## src/rtl/makestuff_c2f_checksum_pkg.sv

```systemverilog
// Types local to the C2F checksum sink.
package c2f_checksum_pkg;

    localparam int C2F_RATE_NBITS = 8;

    typedef enum logic [2:0] {
        S_IDLE,
        S_READ,
        S_DRAIN,
        S_ACK,
        S_WAIT
    } State;

    typedef logic [31:0] CsCount;

endpackage

```

## src/rtl/makestuff_tlp_xcvr_pkg.sv

```systemverilog
// Chunk geometry shared by the TLP transceiver and its C2F consumers.
package makestuff_tlp_xcvr_pkg;

    localparam int C2F_CHUNKSIZE = 128;   // bytes per chunk
    localparam int C2F_NUMCHUNKS = 4;

    typedef logic [63:0]                          uint64;
    typedef logic [$clog2(C2F_NUMCHUNKS)-1:0]     C2FChunkPtr;
    typedef logic [$clog2(C2F_CHUNKSIZE/8)-1:0]   C2FChunkOffset;

endpackage

```

## src/rtl/makestuff_c2f_checksum_if.sv

```systemverilog
// C2F chunk pipe: pointers and acknowledge from/to the transceiver, RAM read port.
interface makestuff_c2f_checksum_if;
    import makestuff_tlp_xcvr_pkg::*;

    C2FChunkPtr    c2fWrPtr_in;
    C2FChunkPtr    c2fRdPtr_in;
    C2FChunkOffset c2fRdOffset_out;
    uint64         c2fRdData_in;
    logic          c2fDTAck_out;

    // Transceiver + RAM side
    modport master (
        output c2fWrPtr_in, c2fRdPtr_in, c2fRdData_in,
        input  c2fRdOffset_out, c2fDTAck_out
    );

    // Consuming side
    modport slave (
        input  c2fWrPtr_in, c2fRdPtr_in, c2fRdData_in,
        output c2fRdOffset_out, c2fDTAck_out
    );
endinterface

```

## src/rtl/makestuff_c2f_checksum.sv

```systemverilog
// Drains each completed C2F chunk QW by QW into a running 64-bit checksum,
// acks the chunk to the transceiver and exposes sum/count for readback.
module makestuff_c2f_checksum
    import makestuff_tlp_xcvr_pkg::*;
    import c2f_checksum_pkg::*;
#(
    parameter int CHUNK_QWS  = C2F_CHUNKSIZE/8,
    parameter int RATE_NBITS = C2F_RATE_NBITS
)(
    input  logic                    pcieClk_in,
    input  logic                    reset_n_in,
    makestuff_c2f_checksum_if.slave c2f,
    input  logic [RATE_NBITS-1:0]   rate_in,
    input  logic                    clear_in,
    output uint64                   csData_out,
    output CsCount                  csCount_out,
    output logic                    csValid_out
);

    localparam C2FChunkOffset LAST_OFS = C2FChunkOffset'(CHUNK_QWS-1);

    State                  state;
    C2FChunkPtr            ptrCap;
    C2FChunkOffset         offset;
    logic [RATE_NBITS-1:0] gap;
    logic                  pend;
    logic                  dtAck;
    logic                  csValid;
    uint64                 csData;
    CsCount                csCount;

    assign c2f.c2fRdOffset_out = offset;
    assign c2f.c2fDTAck_out    = dtAck;
    assign csData_out          = csData;
    assign csCount_out         = csCount;
    assign csValid_out         = csValid;

    // Chunk sequencer: detect, paced QW reads, drain the last read, ack, wait for pointer advance.
    always_ff @(posedge pcieClk_in) begin
        if (!reset_n_in) begin
            state   <= S_IDLE;
            ptrCap  <= '0;
            offset  <= '0;
            gap     <= '0;
            pend    <= 1'b0;
            dtAck   <= 1'b0;
            csValid <= 1'b1;
        end else begin
            pend  <= 1'b0;
            dtAck <= 1'b0;
            case (state)
                S_IDLE: begin
                    if (c2f.c2fWrPtr_in != c2f.c2fRdPtr_in) begin
                        ptrCap  <= c2f.c2fRdPtr_in;
                        offset  <= '0;
                        // First QW issues immediately; rate_in spaces the following ones.
                        gap     <= '0;
                        csValid <= 1'b0;
                        state   <= S_READ;
                    end
                end
                S_READ: begin
                    if (gap == '0) begin
                        pend <= 1'b1;
                        gap  <= rate_in;
                        if (offset == LAST_OFS)
                            state <= S_DRAIN;
                        else
                            offset <= offset + C2FChunkOffset'(1);
                    end else begin
                        gap <= gap - RATE_NBITS'(1);
                    end
                end
                S_DRAIN: begin
                    dtAck <= 1'b1;   // registered so the pulse lines up with S_ACK
                    state <= S_ACK;
                end
                S_ACK: begin
                    state <= S_WAIT;
                end
                S_WAIT: begin
                    // Only leave once the transceiver has moved past this chunk.
                    if (c2f.c2fRdPtr_in != ptrCap) begin
                        csValid <= 1'b1;
                        state   <= S_IDLE;
                    end
                end
                default: state <= S_IDLE;
            endcase
        end
    end

    // Checksum/count accumulation; clear overrides any same-cycle update.
    always_ff @(posedge pcieClk_in) begin
        if (!reset_n_in || clear_in) begin
            csData  <= '0;
            csCount <= '0;
        end else begin
            if (pend)
                csData <= csData + c2f.c2fRdData_in;
            if (state == S_ACK)
                csCount <= csCount + CsCount'(1);
        end
    end

endmodule
```

## src/flat_wrapper.sv

```systemverilog
// flat-port wrapper written by rule: the top's interface ports become plain ports
module makestuff_c2f_checksum_flat import makestuff_tlp_xcvr_pkg::*; import c2f_checksum_pkg::*;
#(
    parameter int CHUNK_QWS  = C2F_CHUNKSIZE/8,
    parameter int RATE_NBITS = C2F_RATE_NBITS
)
  (pcieClk_in, reset_n_in, rate_in, clear_in, csData_out, csCount_out, csValid_out, c2f_c2fWrPtr_in, c2f_c2fRdPtr_in, c2f_c2fRdData_in, c2f_c2fRdOffset_out, c2f_c2fDTAck_out);
  makestuff_c2f_checksum_if c2f_i ();
  input  logic pcieClk_in;
  input  logic reset_n_in;
  input  logic [RATE_NBITS-1:0] rate_in;
  input  logic clear_in;
  output uint64 csData_out;
  output CsCount csCount_out;
  output logic csValid_out;
  input wire logic [$bits(c2f_i.c2fWrPtr_in)-1:0] c2f_c2fWrPtr_in;
  input wire logic [$bits(c2f_i.c2fRdPtr_in)-1:0] c2f_c2fRdPtr_in;
  input wire logic [$bits(c2f_i.c2fRdData_in)-1:0] c2f_c2fRdData_in;
  output wire logic [$bits(c2f_i.c2fRdOffset_out)-1:0] c2f_c2fRdOffset_out;
  output wire logic [$bits(c2f_i.c2fDTAck_out)-1:0] c2f_c2fDTAck_out;
  assign c2f_i.c2fWrPtr_in = c2f_c2fWrPtr_in;
  assign c2f_i.c2fRdPtr_in = c2f_c2fRdPtr_in;
  assign c2f_i.c2fRdData_in = c2f_c2fRdData_in;
  assign c2f_c2fRdOffset_out = c2f_i.c2fRdOffset_out;
  assign c2f_c2fDTAck_out = c2f_i.c2fDTAck_out;
  makestuff_c2f_checksum #(.CHUNK_QWS(CHUNK_QWS), .RATE_NBITS(RATE_NBITS)) u_core (.pcieClk_in(pcieClk_in), .reset_n_in(reset_n_in), .c2f(c2f_i), .rate_in(rate_in), .clear_in(clear_in), .csData_out(csData_out), .csCount_out(csCount_out), .csValid_out(csValid_out));
endmodule
```

## config.mk

```make
export PLATFORM = sky130hd
export DESIGN_NAME = makestuff_c2f_checksum_flat
export DESIGN_NICKNAME = d
export VERILOG_FILES = /design/src/rtl/makestuff_c2f_checksum_pkg.sv /design/src/rtl/makestuff_tlp_xcvr_pkg.sv /design/src/rtl/makestuff_c2f_checksum_if.sv /design/src/rtl/makestuff_c2f_checksum.sv /design/src/flat_wrapper.sv
export SDC_FILE = /design/constraint.sdc
export NUM_CORES = 1
export LEC_CHECK = 0
export CORE_ASPECT_RATIO = 2
export CORE_MARGIN = 3
export CORE_UTILIZATION = 35
export CTS_CLUSTER_SIZE = 28
export DETAILED_ROUTE_END_ITERATION = 10
export PLACE_DENSITY = 0.68
export SETUP_SLACK_MARGIN = 0.02
export SLEW_MARGIN = 30
export SYNTH_ARGS = -nofsm -noshare
export SYNTH_HDL_FRONTEND = slang
export SYNTH_SLANG_ARGS = --single-unit
```

## constraint.sdc

```tcl
create_clock -name pcieClk_in -period 5.45 [get_ports pcieClk_in]
set_input_delay 1.09 -clock pcieClk_in [delete_from_list [all_inputs] [get_ports pcieClk_in]]
set_output_delay 1.09 -clock pcieClk_in [all_outputs]
set_load 0.01 [all_outputs]
```

### Word-level counts from Yosys, hierarchy flattened

Index checks and enable logic that the tools add are counted.

| word-level totals | value |
|---|---|
| flip-flop bits (word level) | 116 |
| output and inout bits | 102 |
| logic and storage cells | 54 |
| input bits | 79 |

| operators by class | value |
|---|---|
| reduce and logical (&&, ||, !) cells | 12 |
| multiplexer cells | 17 |
| equality and inequality tests | 12 |
| add/subtract/negate cells | 4 |

Operators by type and width:

| cell | number |
|---|---|
| $add 64x64->64 | 1 |
| $add 32x1->32 const B | 1 |
| $mux 8 | 2 |
| $pmux 8 s2 | 1 |
| $pmux 3 s5 | 1 |
| $mux 3 | 4 |
| $mux 4 | 3 |
| $logic_not 8->1 | 1 |
| $ne 2x1->1 const B | 4 |
| $pmux 4 s2 | 1 |
| $reduce_and 4->1 | 2 |
| $sub 8x1->8 const B | 1 |
| $eq 3x2->1 const B | 2 |
| $reduce_and 2->1 | 3 |
| $add 4x1->4 const B | 1 |
| $eq 4x4->1 const B | 1 |
| $mux 1 | 4 |
| $ne 2x2->1 | 2 |
| $reduce_bool 2->1 | 2 |
| $eq 3x1->1 const B | 1 |
| $eq 3x3->1 const B | 1 |
| $logic_not 3->1 | 1 |
| $reduce_and 3->1 | 1 |
| $ne 2x2->1 const B | 1 |
| 3 further kinds | 3 |

### Logic depth before layout (Yosys ltp)

Gate-level depths: netlist of the first run.

| depth | value |
|---|---|
| word-level depth | 4 |
| mapped depth | 13 |
| mapped depth without buffers | 12 |

### Least setup slack after synthesis of the first run

OpenSTA, ideal clock, no wires.

| path | value |
|---|---|
| kind | input-to-reg |
| from | in c2f_c2fRdData_in[39] |
| to | reg u_core.csData[56], in the netlist u_core.csData_out[56] |
| cell stages on the path | 11 |
| buffers on the path | 1 |
| library setup time | 59 ps |
| setup slack | 1,685 ps |
| arrival time | 3,706 ps |
| data required time | 5,391 ps |
| path through | ha_1 > buf_2 > nand4_2 > or4_1 > or4_1 > a211oi_2 > nor3_1 > o31a_1 > o31ai_2 > mux2_1 > nand2_1 |

| on the way | value |
|---|---|
| longest elaborated chain between the ends | 1 |

RTL lines:

| item | RTL line | source |
|---|---|---|
| start, declared | flat_wrapper.sv:18 | `input wire logic [$bits(c2f_i.c2fRdData_in)-1:0] c2f_c2fRdData_in;` |
| $add 64x64->64 | makestuff_c2f_checksum.sv:100 | `csData <= csData + c2f.c2fRdData_in;` |
| end signal, assigned | makestuff_c2f_checksum.sv:100 |  |
| end, declared | makestuff_c2f_checksum.sv:29 | `uint64 csData;` |

No other way between the ends.
A chain may end at the register's enable or synchronous reset.

### Worst setup path after layout of the first run

| path | value |
|---|---|
| from | in c2f_c2fRdData_in[2] |
| to | reg u_core.csData[53], in the netlist u_core.csData_out[53] |

The elaborated chain is that of the path after synthesis.

==> metrics.md, run 1 <==
| Metric | Value |
|---|---|
| Outcome | `complete, no violations` |
| Placed instance area | `10400 um2` |
| Transition at the pin with the smallest max-transition slack | `0.852 ns` |
| Critical R2R Capture | `u_core.csData_out[34]` |
| Class of the worst hold path | `flop to flop` |
| Largest area contributor in the synthesized netlist | `dfxtp_1` |
| Number of distinct library cells after synthesis | `65` |
| Data arrival time of the critical path | `4.53 ns` |
| Seq cells post-synth | `116` |
| Gp weighted congestion | `0.904` |
| Power share of the clock group | `42.9%` |
| DRT Wirelength | `26500 um` |
| Maximum number of buffers from clock root to sink | `2` |
| Flop2flop setup slack | `2.06 ns` |
| Power density cells | `258 nW/um2` |
| Clock insertion delay at the later pin of the skew report | `0.44 ns` |
| GRT Residual Overflow | `0` |
| R2R cell count | `12` |
| Portion of synthesized cell area occupied by the leading cell type | `27.7%` |
| Final setup violation count | `0` |
| Commonest non-fill, non-tap cells in the layout | `clkdlybuf4s50_1 (180), nor2_1 (139), dfxtp_1 (115)` |
| Cts bufs inserted | `17` |
| Kind of end point of the critical path | `flop` |
| Number of antenna violations at the first check in global routing | `0` |
| Placed wire-length estimate after detailed placement | `20900 um` |
| Min-Delay Startpoint | `u_core.gap[1]` |
| Post-CTS setup buffer count | `0` |
| Number of routed nets with antenna violations | `0` |
| DIE HEIGHT | `225 um` |
| Startpoint kind of the worst setup timing path | `input pin` |
| Worst clock skew on the final layout | `0.00706 ns` |
| Part of the power in combinational logic | `23.9%` |
| Commonest register cell after synthesis | `dfxtp_1` |
| Standby leakage power | `4.35 nW` |
| Pre-CTS setup slack | `0.891 ns` |
| Initial DRC Count | `321` |
| Clock transition at the register clock pins on the worst setup and hold paths after CTS | `0.06 ns` |
| Relative slew slack | `42.7%` |
| Combined area of all synthesized cells | `8380 um2` |
| Internal | `1.97 mW` |
| Vias in the first global route | `8403` |
| CTS hold repair buffers | `0` |
| Final instance area | `11000 um2` |
| Post-synthesis sequential area ratio | `27.7%` |
| Number of instances resized during post-cts repair | `0` |
| Overall die area | `26000 um2` |
| Die X | `115 um` |
| Row cnt | `79` |
| Average size of a mapped cell | `7.86 um2` |
| Unrepaired setup endpoints after global routing | `false` |
| Worst-path fanout max | `6` |
| Routed wire length per instance | `17.5 um` |
| Sum Neg Setup Slack | `0 ns` |
| I/O pins | `181` |
| Final min period | `4.15 ns` |
| Count of flip-flops with a built-in enable after synthesis | `0` |
| Count of clock tree sinks | `116` |
| PnR worst setup slack | `1.30 ns` |
| Switching power summed over all nets | `0.868 mW` |
| Root Driver | `clkbuf_16` |
| Final worst-path cycle share | `76.1%` |
| Global-route wire length before repair | `42500 um` |
| Class of the most critical setup path | `input pin to flop` |
| Required time reported for the critical path endpoint | `5.83 ns` |
| Final-report hold violation count | `0` |
| CTS H-tree depth | `4` |
| Starting utilization of the core area | `35.8%` |
| Upper clock frequency limit | `241 MHz` |
| Number of warning messages in the yosys log | `0` |
| Syn_nets | `1214` |
| Largest net degree at the start of global routing | `53` |
| Clock tree from TritonCTS | `yes` |
| Launch instance of the worst register-to-register path | `u_core.csData_out[0]` |
| Largest vdd supply drop | `0.229 mV` |
| Most common cell after layout, fill and taps aside | `clkdlybuf4s50_1` |
| Post-detailed-route DRC marker count | `0` |
| Floorplan Core Area | `23400 um2` |
| Post-Syn Instances | `1067` |
| Number of vias in the routed layout | `8271` |
| Share of synthesized flip-flops with an asynchronous set or reset | `0%` |
| Final #Nets | `1368` |
| Dominant cells by area after synthesis | `dfxtp_1 (28%), ha_1 (10%), nor2_1 (6.2%)` |
| Number of search-and-repair iterations in the first detailed-routing pass | `5` |
| Sequential fraction of design power | `33.2%` |
| Switching share of power | `30.6%` |
| Count of inserted antenna diode cells | `0` |
| Final Slew Violations | `0` |
| Vias per inst | `5.45` |
| Fraction of layout cells with a size suffix above 1 | `3.89%` |
| Area growth from synthesis to layout | `31.4%` |
| Number of violations of the max-capacitance limit | `0` |
| Overall fraction of global-route tracks in use | `20.8%` |
| Hold Path Sink | `u_core.gap[1]` |
| Number of cells on the worst hold path | `2` |
| Port Buffers | `180` |
[per-stage QoR]
stage          std cells  utilization [%]  hold slack, ns  power (mW)
2_1_floorplan       1067                -           0.441        1.41
3_3_place_gp        1485             44.3           0.460        1.63
3_5_place_dp        1485             44.3           0.476        1.64
4_1_cts             1517             47.0           0.490        2.88
5_1_grt             1517             47.0           0.518        2.99
6_report            1517             47.0           0.482        2.84
[area by class of cell]
type	count	area [um2]
sequential	116	2330
inverter	25	93.8
multi-input combinational	877	5780
clock buffer	19	453
clock inverter	13	180
timing repair buffer	184	1830
tap	283	354
fill	2329	12400
[registers in the layout (all words and copies together), names as in the netlist]
register and count:
u_core.gap 8, u_core.csValid_out 1, u_core.csCount_out 32, u_core.ptrCap 2, u_core.c2f.c2fDTAck_out 1, u_core.state 3
u_core.c2f.c2fRdOffset_out 4, u_core.csData_out 64, u_core.pend 1
[metal layers]
layer  up-vias  global-route usage, %  share of wire [%]
met5         -                      0                  0
met4         0                   10.4                4.1
met3        63                   5.04                4.6
met2       211                   39.6                 56
met1      3849                   20.3                 35
li1       4148                      -                  -
[synthesized netlist by cell type (all sizes together) (25+ instances only)]
master / n
nand3: 43
inv: 25
a21o: 31
o21ai: 53
nor2: 139
ha: 67
a21oi: 85
clkbuf: 36
nand2: 95
xnor2: 41
xor2: 46
dfxtp: 116
mux2i: 52
[worst max path at each step]
stage	start	endpoint	slack [ns]	cells past startpoint
after floorplan	c2f_c2fRdData_in[39]	u_core.csData_out[56]	1.69	11
after global placement	c2f_c2fRdData_in[0]	u_core.csData_out[34]	0.92	13
after detailed placement	c2f_c2fRdData_in[0]	u_core.csData_out[34]	0.89	13
after CTS	c2f_c2fRdData_in[0]	u_core.csData_out[34]	1.34	13
after global routing	c2f_c2fRdData_in[14]	u_core.csData_out[53]	1.08	12
final	c2f_c2fRdData_in[2]	u_core.csData_out[53]	1.30	12
[power groups by stage]
stage	Combinational (mW)	Clock, mW	Sequential [mW]
3_3_place_gp	0.672	0	0.959
4_1_cts	0.685	1.25	0.942
2_1_floorplan	0.469	0	0.943
6_report	0.680	1.22	0.942
3_5_place_dp	0.681	0	0.960
5_1_grt	0.755	1.28	0.949
[cell families after synthesis]
logic type | share of synthesized area [%]
and+or+nand+nor | 23.0
AOI/OAI and AO/OA | 20.2
DFF | 27.7
xor gates and xnor gates | 9.09
buffers and inverters | 3.43
adders and majority gates | 10.2
muxes | 6.34
[worst max-delay path, stage by stage]
cell and delay [ns]:
clkdlybuf4s50_1 0.45, ha_1 0.38, o21ai_0 0.32, nor4_1 0.10, nor2_1 0.23, a21oi_1 0.12
o31ai_1 0.65, o31ai_2 0.18, a31oi_2 0.34, nor4_1 0.11, or4_1 0.48, nand3_1 0.08
(Power assumes the default switching activity.)
==> inputs of run 2 (changes only) <==
--- a/config.mk
+++ b/config.mk
@@ -10,7 +10,7 @@
 export CORE_UTILIZATION = 35
 export CTS_CLUSTER_SIZE = 28
 export DETAILED_ROUTE_END_ITERATION = 10
-export PLACE_DENSITY = 0.68
+export PLACE_DENSITY = 0.7
 export SETUP_SLACK_MARGIN = 0.02
 export SLEW_MARGIN = 30
 export SYNTH_ARGS = -nofsm -noshare
==> constraint.sdc (replaced) <==
create_clock -name pcieClk_in -period 3.7 [get_ports pcieClk_in]
set_input_delay 0.74 -clock pcieClk_in [delete_from_list [all_inputs] [get_ports pcieClk_in]]
set_output_delay 0.74 -clock pcieClk_in [all_outputs]
set_load 0.01 [all_outputs]
==> metrics.md, run 2 (synthesis gave the netlist of run 1 again) <==
| Metric | Value |
|---|---|
| Outcome | `complete, no violations` |
| Port Buffers | `180 (unchanged)` |
| Post-CTS setup buffer count | `0 (unchanged)` |
| Fin Hold WS | `0.481 ns (-0.00103 ns)` |
| Clock transition at the register clock pins on the worst setup and hold paths after CTS | `0.06 ns (about the same)` |
| Placed cell count | `1624 (+9.4%)` |
| Final setup violation count | `0 (unchanged)` |
| Overall fraction of global-route tracks in use | `21.5% (+0.70 points)` |
| Placed wire-length estimate after detailed placement | `22000 um (+5.4%)` |
| Final min period | `3.55 ns` |
| Power share of the clock group | `39.6% (-3.3 points)` |
| Number of violations of the max-capacitance limit | `0 (unchanged)` |
| GRT met1 Usage | `20.4% (+0.073 points)` |
| Cts bufs inserted | `17 (unchanged)` |
| GR Util met3 | `5.36% (+0.32 points)` |
| Root Driver | `clkbuf_16` |
| Class of the most critical setup path | `input pin to flop` |
| Number of buffer and inverter instances along the worst setup path | `1 (unchanged)` |
| Met2 track demand over resource | `41.4% (+1.8 points)` |
| Kind of end point of the critical path | `flop` |
| Routed wire length per instance | `16.7 um (-4.2%)` |
| Overall die area | `26000 um2 (unchanged)` |
| Largest net degree at the start of global routing | `58 (+9.4%)` |
| Clock tree from TritonCTS | `yes` |
| Data arrival time of the critical path | `3.93 ns (-0.60 ns)` |
| Fraction of layout cells with a size suffix above 1 | `14.5% (+11 points)` |
| Starting utilization of the core area | `35.8% (unchanged)` |
| Finished Layout Cells | `1656 (+9.2%)` |
| Final #Nets | `1507 (+10%)` |
| Final Slew Violations | `0 (unchanged)` |
| Part of the power in combinational logic | `27.6% (+3.7 points)` |
| Power density cells | `344 nW/um2 (+34%)` |
| Maximum number of buffers from clock root to sink | `2 (unchanged)` |
| Cell family contributing the most delay on the critical path | `simple AND/OR/NAND/NOR gates` |
| Largest stage delay, worst path | `0.54 ns (-0.11 ns)` |
| Relative slew slack | `50.7% (+8.0 points)` |
| Number of antenna violations at the first check in global routing | `0 (unchanged)` |
| Internal | `2.81 mW (+42%)` |
| Total Power | `4.18 mW (+47%)` |
| Most common cell after layout, fill and taps aside | `clkdlybuf4s50_1` |
| Switching power summed over all nets | `1.37 mW (+58%)` |
| CP endpoint | `u_core.csData_out[56]` |
| Row cnt | `79 (unchanged)` |
| Largest vdd supply drop | `0.320 mV (+40%)` |
| Required time reported for the critical path endpoint | `4.08 ns (-1.75 ns)` |
| Critical Path, Cell by Cell | `clkdlybuf4s50_1 -> ha_1 -> nand2_1 -> or4_1 -> or4_1 -> a211oi_2 -> nor3_1 -> o31a_1 -> o31ai_2 -> mux2_1 -> nand2_1` |
| Post-detailed-route DRC marker count | `0 (unchanged)` |
| Critical R2R Capture | `u_core.csData_out[56]` |
| Clock insertion delay at the later pin of the skew report | `0.44 ns (about the same)` |
| Number of cells on the critical path | `11 (-1)` |
| Class of the worst hold path | `flop to flop` |
| Count of inserted antenna diode cells | `0 (unchanged)` |
| Die X | `115 um (unchanged)` |
| Number of search-and-repair iterations in the first detailed-routing pass | `4 (-1)` |
| Sequential fraction of design power | `32.8% (-0.4 points)` |
| Sum Neg Setup Slack | `0 ns (unchanged)` |
| Transition at the pin with the smallest max-transition slack | `0.733 ns (-0.119 ns)` |
| Floorplan Core Area | `23400 um2 (unchanged)` |
| Area growth from synthesis to layout | `44.7%` |
| Unrepaired setup endpoints after global routing | `false` |
| Final worst-path cycle share | `95.9%` |
| DRT Wirelength | `27700 um (+4.5%)` |
| Upper clock frequency limit | `282 MHz` |
| Critical Path Source | `c2f_c2fRdData_in[36]` |
| GRT Residual Overflow | `0 (unchanged)` |
| I/O pins | `181 (unchanged)` |
| Count of clock tree sinks | `116 (unchanged)` |
| Final-report hold violation count | `0 (unchanged)` |
| Vias per inst | `5.32 (-2.4%)` |
| Worst-path fanout max | `6 (unchanged)` |
| GR peak layer | `met2` |
| Flop2flop setup slack | `0.53 ns (-1.53 ns)` |
| R2R cell count | `10 (-2)` |
| PnR worst setup slack | `0.152 ns (-1.15 ns)` |
| Startpoint kind of the worst setup timing path | `input pin` |
| CTS H-tree depth | `4 (unchanged)` |
| Initial DRC Count | `337 (+5.0%)` |
| Pre-CTS setup slack | `-0.594 ns (-1.49 ns)` |
| Number of routed nets with antenna violations | `0 (unchanged)` |
| Number of vias in the routed layout | `8814 (+6.6%)` |
| Vias in the first global route | `9163 (+9.0%)` |
| Global-route wire length before repair | `44500 um (+4.7%)` |
| Commonest non-fill, non-tap cells in the layout | `clkdlybuf4s50_1 (180), buf_4 (142), nor2_1 (139)` |
| DIE HEIGHT | `225 um (unchanged)` |
| Cell with the biggest individual delay on the critical path | `or4_1` |
| CTS hold repair buffers | `0 (unchanged)` |
| Gp weighted congestion | `0.923 (+2.1%)` |
| Launch instance of the worst register-to-register path | `u_core.csData_out[36]` |
| Standby leakage power | `5.03 nW (+16%)` |
| Worst clock skew on the final layout | `0.0136 ns (+0.00655 ns)` |
| Switching share of power | `32.8% (+2.3 points)` |
| Max FFs per register | `64 (unchanged)` |
## run 2: cell types whose count changed in the layout (fill, tap and decap cells not counted), sizes merged
cell,previous run,this run
buf,4,143
bufinv,4,1
clkbuf,19,18
clkinv,4,3
clkinvlp,4,2
inv,26,33
## run 2: routing by layer
metal	vias up	wire length, um
met5	-	0
met4	0	1100
met3	65	1240
met2	187	15600
met1	4138	9780
li1	4424	-
## run 2: area by class of cell
class,instances,area [um2]
multi-input cells,877,5880
inverters,25,93.8
clock buffers,18,439
clock inverters,14,141
fillers,2256,11300
well taps,283,354
flip-flops and latches,116,2330
repair buffers,323,2890
## run 2: how the worst min path moves through the flow
stage	depth (start not counted)	end	slack [ns]	from
2_1_floorplan	2	u_core.gap[1]	0.44	u_core.gap[1]
3_3_place_gp	2	u_core.csData_out[30]	0.47	u_core.csData_out[30]
3_5_place_dp	2	u_core.csData_out[63]	0.48	u_core.csData_out[63]
4_1_cts	2	u_core.csData_out[63]	0.49	u_core.csData_out[63]
5_1_grt	2	u_core.csData_out[30]	0.52	u_core.csData_out[30]
6_report	2	u_core.csData_out[63]	0.48	u_core.csData_out[63]
## run 2: worst reg2reg max path: stages (launching register included)
cell	delay [ns]
dfxtp_1	0.33
ha_1	0.41
nand2_1	0.19
or4_1	0.54
or4_1	0.43
a211oi_2	0.18
nor3_1	0.11
o31a_1	0.33
o31ai_2	0.19
mux2_1	0.34
nand2_1	0.06
## run 2: metrics by stage
| stage | area, um2 | util [%] |
|---|---|---|
| floorplan | 8380 | - |
| CTS | 12000 | 51.4 |
| global route | 12100 | 51.8 |
| detailed placement | 11400 | 48.8 |
| global placement | 11400 | 48.8 |
| finish | 12100 | 51.8 |
## run 2: power by group through the flow
stage	clock network, mW	logic, mW	registers, mW
CTS	1.70	1.14	1.37
global placement	0	1.12	1.39
detailed placement	0	1.14	1.39
floorplan	0	0.691	1.39
finish	1.66	1.15	1.37
global route	1.75	1.27	1.38
## run 2: what timing repair did
action | in CTS | in global routing
gates cloned | 0 | 0
resized for setup | 2 | 13
endpoints found under the setup margin | 3 | 17
pin swaps | 0 | 2
